File: src/rtl/shift_sio_reg.sv
// Serial-in/parallel-out latch register for the host GPIO link, with serial readback of pin.
// Async host pins are synchronised to clk; edge events are registered before they act.
module shift_sio_reg #(
    parameter int unsigned WIDTH       = 8,
    parameter int unsigned SYNC_STAGES = 2,
    parameter int unsigned MSB_FIRST   = 1,
    parameter int unsigned STRICT      = 1
) (
    input  logic             clk,
    input  logic             rst_n,
    input  logic             sclk,
    input  logic             cs,
    input  logic             le,
    input  logic             din,
    input  logic [WIDTH-1:0] pin,
    output logic             dout_ser,
    output logic [WIDTH-1:0] pout,
    output logic             pout_valid,
    output logic             frame_err
);

    localparam int unsigned CntW = $clog2(WIDTH + 2);
    localparam logic [CntW-1:0] CntWidth = CntW'(WIDTH);
    localparam logic [CntW-1:0] CntMax   = CntW'(WIDTH + 1);
    localparam int unsigned SetW = $clog2(SYNC_STAGES + 2);
    localparam logic [SetW-1:0] SetMax = SetW'(SYNC_STAGES + 1);

    logic [SYNC_STAGES-1:0] sclk_sync, cs_sync, le_sync, din_sync;
    logic sclk_s, cs_s, le_s, din_s;
    logic sclk_prev, cs_prev;
    logic sclk_rise, cs_rise, cs_fall;
    logic ev_shift, ev_latch, ev_cs_rise, ev_cs_fall, ev_din;
    logic [SetW-1:0] settle;
    logic settled;
    logic frame_active;
    logic [CntW-1:0] count;
    logic [WIDTH-1:0] shreg, rbreg;
    logic [WIDTH-1:0] shreg_next, rbreg_next;
    logic latch_ok;

    assign sclk_s = sclk_sync[SYNC_STAGES-1];
    assign cs_s   = cs_sync[SYNC_STAGES-1];
    assign le_s   = le_sync[SYNC_STAGES-1];
    assign din_s  = din_sync[SYNC_STAGES-1];

    // cs edges are ignored until the synchronisers hold real pin values, so a cs held
    // high through reset release is not mistaken for a fresh frame start.
    assign settled   = (settle == SetMax);
    assign sclk_rise = sclk_s & ~sclk_prev;
    assign cs_rise   = cs_s & ~cs_prev & settled;
    assign cs_fall   = ~cs_s & cs_prev;

    always_comb begin
        shreg_next = shreg;
        rbreg_next = rbreg;
        dout_ser   = 1'b0;
        if (MSB_FIRST != 0) begin
            shreg_next = {shreg[WIDTH-2:0], ev_din};
            rbreg_next = {rbreg[WIDTH-2:0], 1'b0};
            dout_ser   = rbreg[WIDTH-1];
        end else begin
            shreg_next = {ev_din, shreg[WIDTH-1:1]};
            rbreg_next = {1'b0, rbreg[WIDTH-1:1]};
            dout_ser   = rbreg[0];
        end
        latch_ok = (STRICT != 0) ? (count == CntWidth) : (count >= CntWidth);
    end

    always_ff @(posedge clk) begin
        if (!rst_n) begin
            sclk_sync    <= '0;
            cs_sync      <= '0;
            le_sync      <= '0;
            din_sync     <= '0;
            sclk_prev    <= 1'b0;
            cs_prev      <= 1'b0;
            ev_shift     <= 1'b0;
            ev_latch     <= 1'b0;
            ev_cs_rise   <= 1'b0;
            ev_cs_fall   <= 1'b0;
            ev_din       <= 1'b0;
            settle       <= '0;
            frame_active <= 1'b0;
            count        <= '0;
            shreg        <= '0;
            rbreg        <= '0;
            pout         <= '0;
            pout_valid   <= 1'b0;
            frame_err    <= 1'b0;
        end else begin
            sclk_sync <= {sclk_sync[SYNC_STAGES-2:0], sclk};
            cs_sync   <= {cs_sync[SYNC_STAGES-2:0], cs};
            le_sync   <= {le_sync[SYNC_STAGES-2:0], le};
            din_sync  <= {din_sync[SYNC_STAGES-2:0], din};
            sclk_prev <= sclk_s;
            cs_prev   <= cs_s;
            if (!settled) begin
                settle <= settle + SetW'(1);
            end

            ev_shift   <= sclk_rise & cs_s & frame_active & ~le_s;
            ev_latch   <= sclk_rise & cs_s & frame_active & le_s;
            ev_cs_rise <= cs_rise;
            ev_cs_fall <= cs_fall;
            ev_din     <= din_s;

            if (cs_rise) begin
                frame_active <= 1'b1;
            end else if (cs_fall) begin
                frame_active <= 1'b0;
            end

            pout_valid <= 1'b0;
            frame_err  <= 1'b0;
            if (ev_cs_rise) begin
                count <= '0;
                rbreg <= pin;
            end else if (ev_cs_fall) begin
                count <= '0;
            end else if (ev_shift) begin
                shreg <= shreg_next;
                rbreg <= rbreg_next;
                count <= (count == CntMax) ? CntMax : count + CntW'(1);
            end else if (ev_latch) begin
                count <= '0;
                if (latch_ok) begin
                    pout       <= shreg;
                    pout_valid <= 1'b1;
                end else begin
                    frame_err <= 1'b1;
                end
            end
        end
    end

endmodule

File: config.mk
export PLATFORM = sky130hd
export DESIGN_NAME = shift_sio_reg
export DESIGN_NICKNAME = d
export VERILOG_FILES = /design/src/rtl/shift_sio_reg.sv
export SDC_FILE = /design/constraint.sdc
export NUM_CORES = 1
export LEC_CHECK = 0
export CAP_MARGIN = 10
export CORE_MARGIN = 10
export CORE_UTILIZATION = 35
export CTS_BUF_LIST = sky130_fd_sc_hd__clkbuf_8
export DETAILED_ROUTE_END_ITERATION = 10
export PLACE_DENSITY_LB_ADDON = 0.2
export SLEW_MARGIN = 20
export SYNTH_ARGS = -nofsm -noshare
export SYNTH_HDL_FRONTEND = slang
export SYNTH_SLANG_ARGS = --single-unit
File: constraint.sdc
create_clock -name clk -period 2.3 [get_ports clk]
set_clock_uncertainty 0.15 [all_clocks]
set_input_delay 0.69 -clock clk [delete_from_list [all_inputs] [get_ports clk]]
set_output_delay 0.69 -clock clk [all_outputs]
set_load 0.05 [all_outputs]
==> results of run 1 <==
[path summary, 6_finish.rpt]
kind / from / cells after the start / end / slack [ns]
max: count[0] / 4 / pout[0] / 0.39
min: sclk_prev / 1 / ev_shift / 0.27
max reg2reg: count[0] / 4 / pout[0] / 0.39
min reg2reg: sclk_prev / 1 / ev_shift / 0.27
[Yosys cell counts, drive strengths merged]
| master | number | share of area |
|---|---|---|
| dfxtp | 48 | 0.53 |
| mux2i | 24 | 0.13 |
| nand2 | 21 | 0.044 |
| a21oi | 11 | 0.031 |
| and2 | 11 | 0.038 |
| nor2b | 11 | 0.038 |
| o21ai | 9 | 0.025 |
| clkbuf | 7 | 0.015 |
| inv | 4 | 0.0084 |
| buf | 3 | 0.010 |
| nor4 | 3 | 0.019 |
| a21boi | 2 | 0.0084 |
| nand2b | 2 | 0.0070 |
| nand3 | 2 | 0.0056 |
| nand4 | 2 | 0.0070 |
| nor2 | 2 | 0.0042 |
| nor3b | 2 | 0.0084 |
| or3b | 2 | 0.0098 |
| a211oi | 1 | 0.0042 |
| a21bo | 1 | 0.0056 |
| a31oi | 1 | 0.0035 |
| and2b | 1 | 0.0042 |
| and3 | 1 | 0.0035 |
| ha | 1 | 0.0070 |
| nand3b | 1 | 0.0042 |
| nand4b | 1 | 0.0049 |
| or2 | 1 | 0.0035 |
| or4b | 1 | 0.0077 |
| xnor2 | 1 | 0.0049 |
[per-layer routing]
layer	wire, um	share of wire	global-route usage
met4	40	0.012	0.0366
met2	1490	0.46	0.129
met3	172	0.054	0.0359
met1	1510	0.47	0.0951
met5	0	0	0
[layout make-up]
class	instances	area, um^2
Tap cell	70	87.6
Fill cell	485	2870
Sequential cell	48	961
Timing Repair Buffer	28	243
Clock buffer	6	82.6
Multi-Input combinational cell	115	776
Clock inverter	2	7.51
Inverter	4	15.0
[power by group through the flow]
stage / Combinational, W / Clock, W / Sequential, W
6_report: 0.0000732 / 0.000492 / 0.000857
2_1_floorplan: 0.0000422 / 0 / 0.000875
3_3_place_gp: 0.0000713 / 0 / 0.000876
4_1_cts: 0.0000751 / 0.000516 / 0.000857
3_5_place_dp: 0.0000747 / 0 / 0.000877
5_1_grt: 0.0000839 / 0.000544 / 0.000860
[flip-flops by register name, indices dropped and copies added, names as in the netlist]
| register | cells |
|---|---|
| count | 4 |
| cs_prev | 1 |
| cs_sync | 2 |
| din_sync | 2 |
| ev_cs_fall | 1 |
| ev_cs_rise | 1 |
| ev_din | 1 |
| ev_latch | 1 |
| ev_shift | 1 |
| frame_active | 1 |
| frame_err | 1 |
| le_sync | 2 |
| pout | 8 |
| pout_valid | 1 |
| rbreg | 8 |
| sclk_prev | 1 |
| sclk_sync | 2 |
| settle | 2 |
| shreg | 8 |
[cell families after synthesis]
logic type,Yosys count,share of synthesized area
compound gates,25,0.0773
xor+xnor,1,0.00488
fa+ha+maj,1,0.00696
buf+inv,14,0.0334
flops,48,0.535
mux,24,0.134
simple gates,64,0.209
[critical path, delay by kind of cell, from the launching register on]
family        cells  cell delay, ns
mux               1            0.23
flops             1            0.40
buf+inv           1            0.24
simple gates      2            0.81
[through the flow]
stage	power (W)	std cells	instance area (um^2)	worst slack, ns
2_1_floorplan	0.000917	177	1800	0.372
3_3_place_gp	0.000947	265	2080	0.173
3_5_place_dp	0.000952	265	2080	0.104
4_1_cts	0.00145	273	2170	0.372
5_1_grt	0.00149	273	2170	0.250
6_report	0.00142	273	2170	0.390
[cells in the final DEF (no fill, tap or decap), drive strengths merged, types with 9 or more instances in the layout]
cell and count:
a21oi 11, and2 11, buf 15, clkdlybuf4s50 13, dfxtp 48, mux2i 24
nand2 21, nor2b 11, o21ai 9
==> qor.csv, run 1 <==
metric;value;unit
area_growth_syn_to_layout;20.9;%
wl_per_cell;11.8;um
max_clock_freq;524;MHz
cts.sinks;48;
hpwl;2.27;mm
fin_crit_sh;0.831;
share_seq_of_total_power;0.603;
nets;217;
worst_pin_slew;0.465;ns
pin_count;25;
period_minus_slack;1.91;ns
drc_errors;0;
grt_pass1_vias;1276;
cp_slowest_stage_delay;0.60;ns
core;5040;um^2
cts_hold_buffers;0;
drive_above_1_share;0.128;
critical_path.slowest_cell;or4b_4;
grt_remaining_overflow;0;
vias;1215;
p_int;0.00113;W
track_usage;0.0821;
place.port_buffers;24;
cts_tree;done;
rsz0062_at_grt;no;
die_area;8400;um^2
min_path_type;register to register;
path_cells;or4b_4, nor4_4, buf_4, mux2i_1;
p_per_area;654;nW/um^2
numCtsBuffers;5;
p_switching;0.000293;W
setup_viol;0;
grt_pass1_wl;5.66;mm
ys_ff_latch;48;
drt-initial-drc-count;46;
drv_cap;0;
slew_viol_final;0;
synthesis.area;1800;um^2
gp_congestion;0.711;
synth_warnings;0;
path_clk_slew;0.08;ns
ir_drop;0.000288;V
cts_setup_buffers;0;
grt_max_degree;48;
worst-path-max-fanout;9;
postRouteAntennaNets;0;
p_sw_frac;0.206;
synth_fp_nets;192;
initial_core_util;0.356;
antenna_found_initial;0;
die_w;91.7;um
final-hold-violation-count;0;
postSynthAreaPerCell;10.2;um^2
status;complete, no violations;
cp-start-kind;register;
post_cts_resized;0;
fin_tns_setup;0;ns
hold_slack;0.265;ns
dr.pass1.iters;4;
htree_levels;2;
core.rowCount;26;
diodes;0;
fin_util;0.431;
seq_area_frac_synth;0.535;
die_height;91.7;um
clk_path_buf_depth;2;
root_buffer;clkbuf_8;
postSynthCellCount;177;
routed_via_density;4.45;
wirelength;3.21;mm
critical_path_class;register to register;
synth.distinct_cells;32;
p_leak;0.812;nW
clkPwrFrac;0.346;
end_kind;register;
crit_required;2.37;ns
slew_headroom;0.690;
clk_latency;0.29;ns
p_comb_frac;0.051;
arrival;1.98;ns
(Power assumes the default switching activity.)
==> run 2: changes to the inputs <==
clock period = 2 ns   (was 2.3 ns; I/O delays follow)
==> run 2 against run 1 <==
Non-clock buffer count rose by 1. Power rose by 14%. Cell area up 2.1%. Final cell count up 0.37%. Critical path depth unchanged. Largest power group unchanged. Highest routed layer unchanged.
==> qor.csv, run 2 (synthesis gave the netlist of run 1 again) <==
metric;value;unit;change
status;complete, no violations;;
area_growth_syn_to_layout;23.4;%;
arrival;1.87;ns;-0.11 ns
post_cts_resized;0;;unchanged
end_kind;register;;
vias;1230;;+1.2%
place.port_buffers;24;;unchanged
setup_viol;0;;unchanged
diodes;0;;unchanged
path_clk_slew;0.08;ns;about the same
multi_input_area;776;um^2;unchanged
dr.pass1.iters;2;;-2
ff_latch_area;961;um^2;unchanged
slew_headroom;0.691;;+0.000694
setup_ws;0.191;ns;-0.198 ns
stdcell_count;274;;+0.37%
drt-initial-drc-count;39;;-15%
critical_path_class;register to register;;
routed_via_density;4.49;;+0.87%
rsz0062_at_grt;no;;
p_per_area;732;nW/um^2;+12%
core.rowCount;26;;unchanged
r2r-start;count[1];;
drc_errors;0;;unchanged
root_buffer;clkbuf_8;;
ff2ff_path_depth;4;;unchanged
placed_cells;266;;+0.38%
max_clock_freq;553;MHz;+5.6%
final-hold-violation-count;0;;unchanged
wl_per_cell;12.1;um;+2.7%
fin_crit_sh;0.904;;+0.0738
clk_latency;0.29;ns;about the same
cts_tree;done;;
place_area;2130;um^2;+2.2%
p_leak;0.826;nW;+1.7%
drive_above_1_share;0.132;;+0.00427
track_usage;0.0822;;+0.000111
die_height;91.7;um;unchanged
antenna_found_initial;0;;unchanged
htree_levels;2;;unchanged
nets;218;;+0.46%
pin_count;25;;unchanged
postRouteAntennaNets;0;;unchanged
cts_hold_buffers;0;;unchanged
hold-path-endpoint;din_sync[1];;
die_w;91.7;um;unchanged
drv_cap;0;;unchanged
cts.sinks;48;;unchanged
grt_remaining_overflow;0;;unchanged
wirelength;3.31;mm;+3.1%
clk_path_buf_depth;2;;unchanged
crit_required;2.06;ns;-0.31 ns
reg_top3;pout x8, rbreg x8, shreg x8;;
hold_slack;0.280;ns;+0.0152 ns
reg2reg_setup_slack;0.19;ns;-0.20 ns
filler_cell_count;497;;+2.5%
cp-start-kind;register;;
slew_viol_final;0;;unchanged
final_common_cell;dfxtp_1;;
core;5040;um^2;unchanged
gp_congestion;0.723;;+1.6%
reg2reg_to;pout[5];;
min_from;din_sync[0];;
worst-path-max-fanout;8;;-1
stdcell_area;2220;um^2;+2.1%
grt_pass1_vias;1322;;+3.6%
final_cell_mix;dfxtp_1, mux2i_1, nand2_1;;
cts_setup_buffers;0;;unchanged
min_path_cells;1;;unchanged
die_area;8400;um^2;unchanged
worst_pin_slew;0.464;ns;-0.00104 ns
ir_drop;0.000395;V;+37%
grt_max_degree;48;;unchanged
numCtsBuffers;5;;unchanged
initial_core_util;0.356;;unchanged
grt_pass1_wl;5.80;mm;+2.5%
hpwl;2.43;mm;+7.1%
dp_slack;-0.116;ns;-0.220 ns
min_path_type;register to register;;
period_minus_slack;1.81;ns;-0.102 ns
==> run 2: changes by cell type in the layout (fill, tap and decap cells not counted) <==
cell,delta
buf_12,+3
buf_4,-2
==> run 2: worst max-delay path by stage <==
stage	startpoint	to
floorplan	count[0]	pout[0]
global placement	rst_n	ev_latch
detailed placement	rst_n	ev_shift
CTS	count[1]	pout[5]
global route	rst_n	ev_shift
finish	count[1]	pout[5]
==> run 2: area by class of cell <==
cell class | count | area share
clock buffers | 6 | 0.0372
clock inverters | 2 | 0.00339
inverters | 4 | 0.00677
multi-input cells | 115 | 0.350
flip-flops and latches | 48 | 0.433
well taps | 70 | 0.0395
repair buffers | 29 | 0.130
==> run 2: stage by stage <==
| step | util | TNS [ns] | power, W |
|---|---|---|---|
| 2_1_floorplan | - | 0 | 0.00105 |
| 3_3_place_gp | 0.422 | -0.161 | 0.00109 |
| 3_5_place_dp | 0.422 | -0.334 | 0.00110 |
| 4_1_cts | 0.440 | 0 | 0.00166 |
| 5_1_grt | 0.440 | 0 | 0.00171 |
| 6_report | 0.440 | 0 | 0.00162 |
==> run 2: metal layers <==
layer / part of all wire / global-route usage / vias up / wire length [um]
met2: 0.51 / 0.149 / 24 / 1670
met3: 0.046 / 0.0302 / 3 / 152
met1: 0.44 / 0.0839 / 555 / 1460
li1: - / - / 648 / -
met4: 0.0076 / 0.0313 / 0 / 25
met5: 0 / 0 / - / 0
==> run 2: critical path, cell delays in order, from the launching register on <==
cell	delay, ns
dfxtp_1	0.38
or4b_4	0.57
nor4_4	0.21
buf_4	0.23
mux2i_1	0.20
==> run 2: report_power, final <==
| group | internal (W) | switching (W) |
|---|---|---|
| clock network | 0.000272 | 0.000279 |
| logic | 0.0000504 | 0.0000348 |
| registers | 0.000975 | 0.0000103 |
| total | 0.00130 | 0.000324 |
==> run 3: changes to the inputs <==
--- a/config.mk
+++ b/config.mk
@@ -8,3 +8,3 @@
 export CAP_MARGIN = 10
-export CORE_MARGIN = 10
+export CORE_MARGIN = 8
 export CORE_UTILIZATION = 35
@@ -13,2 +13,3 @@
 export PLACE_DENSITY_LB_ADDON = 0.2
+export SKIP_CTS_REPAIR_TIMING = 1
 export SLEW_MARGIN = 20
==> constraint.sdc (replaced) <==
create_clock -name clk -period 2 [get_ports clk]
set_clock_uncertainty 0.15 [all_clocks]
set_input_delay 0.2 -clock clk [delete_from_list [all_inputs] [get_ports clk]]
set_output_delay 0.2 -clock clk [all_outputs]
set_load 0.05 [all_outputs]
==> run 3 against run 2 <==
Non-clock buffer count fell by 1. Power is 11% higher. Critical path depth did not move. Die area fell by 8.5%. Core utilization is 0.37 points higher. Critical endpoint unchanged. Via count up 0.73%. Highest routed layer unchanged. Worst setup slack worse by 0.0092 ns. Count of clock-buffer cells in the layout increased by 1. Fmax fell by 0.51%. First-iteration DRC count grew 46%. Largest power group unchanged. Combinational power down 3.8%.
==> qor.csv, run 3 (synthesis gave the netlist of run 1 again) <==
metric;value;unit;change
path_cells;or4b_4, nor4_4, buf_4, mux2i_1;;
reg_top3;pout x8, rbreg x8, shreg x8;;
p_per_area;807;nW/um^2;+10%
final_common_cell;dfxtp_1;;
cp_slowest_stage_delay;0.56;ns;about the same
worst-path-max-fanout;8;;unchanged
min_path_type;register to register;;
fin_crit_sh;0.909;;+0.00460
grt_remaining_overflow;0;;unchanged
end_kind;register;;
drt-initial-drc-count;57;;+46%
hpwl;2.27;mm;-6.8%
clkPwrFrac;0.409;;+0.069
die_height;87.7;um;-4.4%
rsz0062_at_grt;no;;
critical_path_class;register to register;;
p_sw_frac;0.188;;-0.0118
gp_congestion;0.783;;+8.4%
die_w;87.7;um;-4.4%
grt_pass1_vias;1198;;-9.4%
arrival;1.89;ns;+0.02 ns
dr.pass1.iters;4;;+2
p_switching;0.000340;W;+4.7%
pin_count;25;;unchanged
p_int;0.00147;W;+13%
vias;1239;;+0.73%
max_clock_freq;550;MHz;-0.51%
clk_path_buf_depth;2;;unchanged
diodes;0;;unchanged
ir_drop;0.000387;V;-2.1%
critical_path.slowest_cell;or4b_4;;
slew_viol_final;0;;unchanged
area_growth_syn_to_layout;24.4;%;
p_leak;0.801;nW;-3.0%
worst_pin_slew;0.512;ns;+0.0480 ns
drc_errors;0;;unchanged
antenna_found_initial;0;;unchanged
slew_headroom;0.658;;-0.0331
track_usage;0.0891;;+0.00684
cp-start-kind;register;;
postRouteAntennaNets;0;;unchanged
status;complete, no violations;;
setup_viol;0;;unchanged
fin_util;0.443;;+0.00372
fin_tns_setup;0;ns;unchanged
share_seq_of_total_power;0.546;;-0.062
place.port_buffers;24;;unchanged
die_area;7680;um^2;-8.5%
core.rowCount;26;;unchanged
final-hold-violation-count;0;;unchanged
grt_max_degree;48;;unchanged
nets;217;;-0.46%
period_minus_slack;1.82;ns;+0.00920 ns
wirelength;3.15;mm;-4.7%
cts.sinks;48;;unchanged
reg2reg_setup_slack;0.18;ns;about the same
path_clk_slew;0.08;ns;about the same
clk_latency;0.29;ns;about the same
initial_core_util;0.356;;unchanged
grt_pass1_wl;5.32;mm;-8.3%
root_buffer;clkbuf_8;;
p_comb_frac;0.045;;-0.008
filler_cell_count;485;;-2.4%
routed_via_density;4.54;;+1.1%
core;5040;um^2;unchanged
numCtsBuffers;5;;unchanged
drive_above_1_share;0.0837;;-0.0486
cts_tree;done;;
final_cell_mix;dfxtp_1, mux2i_1, clkdlybuf4s50_1;;
crit_required;2.07;ns;about the same
htree_levels;2;;unchanged
drv_cap;0;;unchanged
wl_per_cell;11.5;um;-4.4%
-- run 3: changes by cell type in the layout (fill, tap and decap cells not counted) --
cell and delta:
clkdlybuf4s50_1 +11, buf_4 -9, buf_12 -3, inv_1 -2
bufinv_16 +1, clkbuf_8 +1
-- run 3: layout make-up --
type / count / area [um^2] / area share
multi-input combinational: 115 / 776 / 0.347
clock inverter: 1 / 30.0 / 0.0134
tap: 70 / 87.6 / 0.0392
clock buffer: 7 / 96.3 / 0.0431
inverter: 4 / 15.0 / 0.00672
timing repair buffer: 28 / 270 / 0.121
sequential: 48 / 961 / 0.430
-- run 3: path summary, 6_finish.rpt --
check / start / endpoint / depth (start not counted)
setup / recovery: count[1] / pout[5] / 4
hold reg to reg: sclk_prev / ev_latch / 1
setup reg to reg: count[1] / pout[5] / 4
hold / removal: sclk_prev / ev_latch / 1
-- run 3: metrics by stage --
stage          total power [W]  setup WS [ns]  area (um^2)  cells  hold slack [ns]
2_1_floorplan          0.00105         0.0717         1800    177            0.177
3_3_place_gp           0.00109          0.263         2110    265            0.257
3_5_place_dp           0.00109          0.190         2110    265            0.264
4_1_cts                0.00184          0.164         2240    273            0.276
5_1_grt                0.00190         0.0966         2240    273            0.301
6_report               0.00180          0.182         2240    273            0.275
-- run 3: power groups by stage --
stage / Sequential [W] / Combinational (W) / Clock, W
after floorplan: 0.00101 / 0.0000485 / 0
after global placement: 0.00101 / 0.0000808 / 0
after detailed placement: 0.00101 / 0.0000832 / 0
after CTS: 0.000986 / 0.0000841 / 0.000773
after global routing: 0.000988 / 0.0000954 / 0.000820
final: 0.000985 / 0.0000820 / 0.000738
-- run 3: critical path: cells and delay by family, from the launching register on --
| kind | cells | cell delay, ns |
|---|---|---|
| buffers and inverters | 1 | 0.23 |
| flip-flops | 1 | 0.38 |
| multiplexers | 1 | 0.21 |
| AND/OR/NAND/NOR | 2 | 0.77 |
-- run 3: per-layer routing --
metal	vias up	global-route usage	part of all wire
li1	645	-	-
met1	567	0.0947	0.46
met2	23	0.147	0.47
met3	4	0.0403	0.060
met4	0	0.0422	0.014
met5	-	0	0
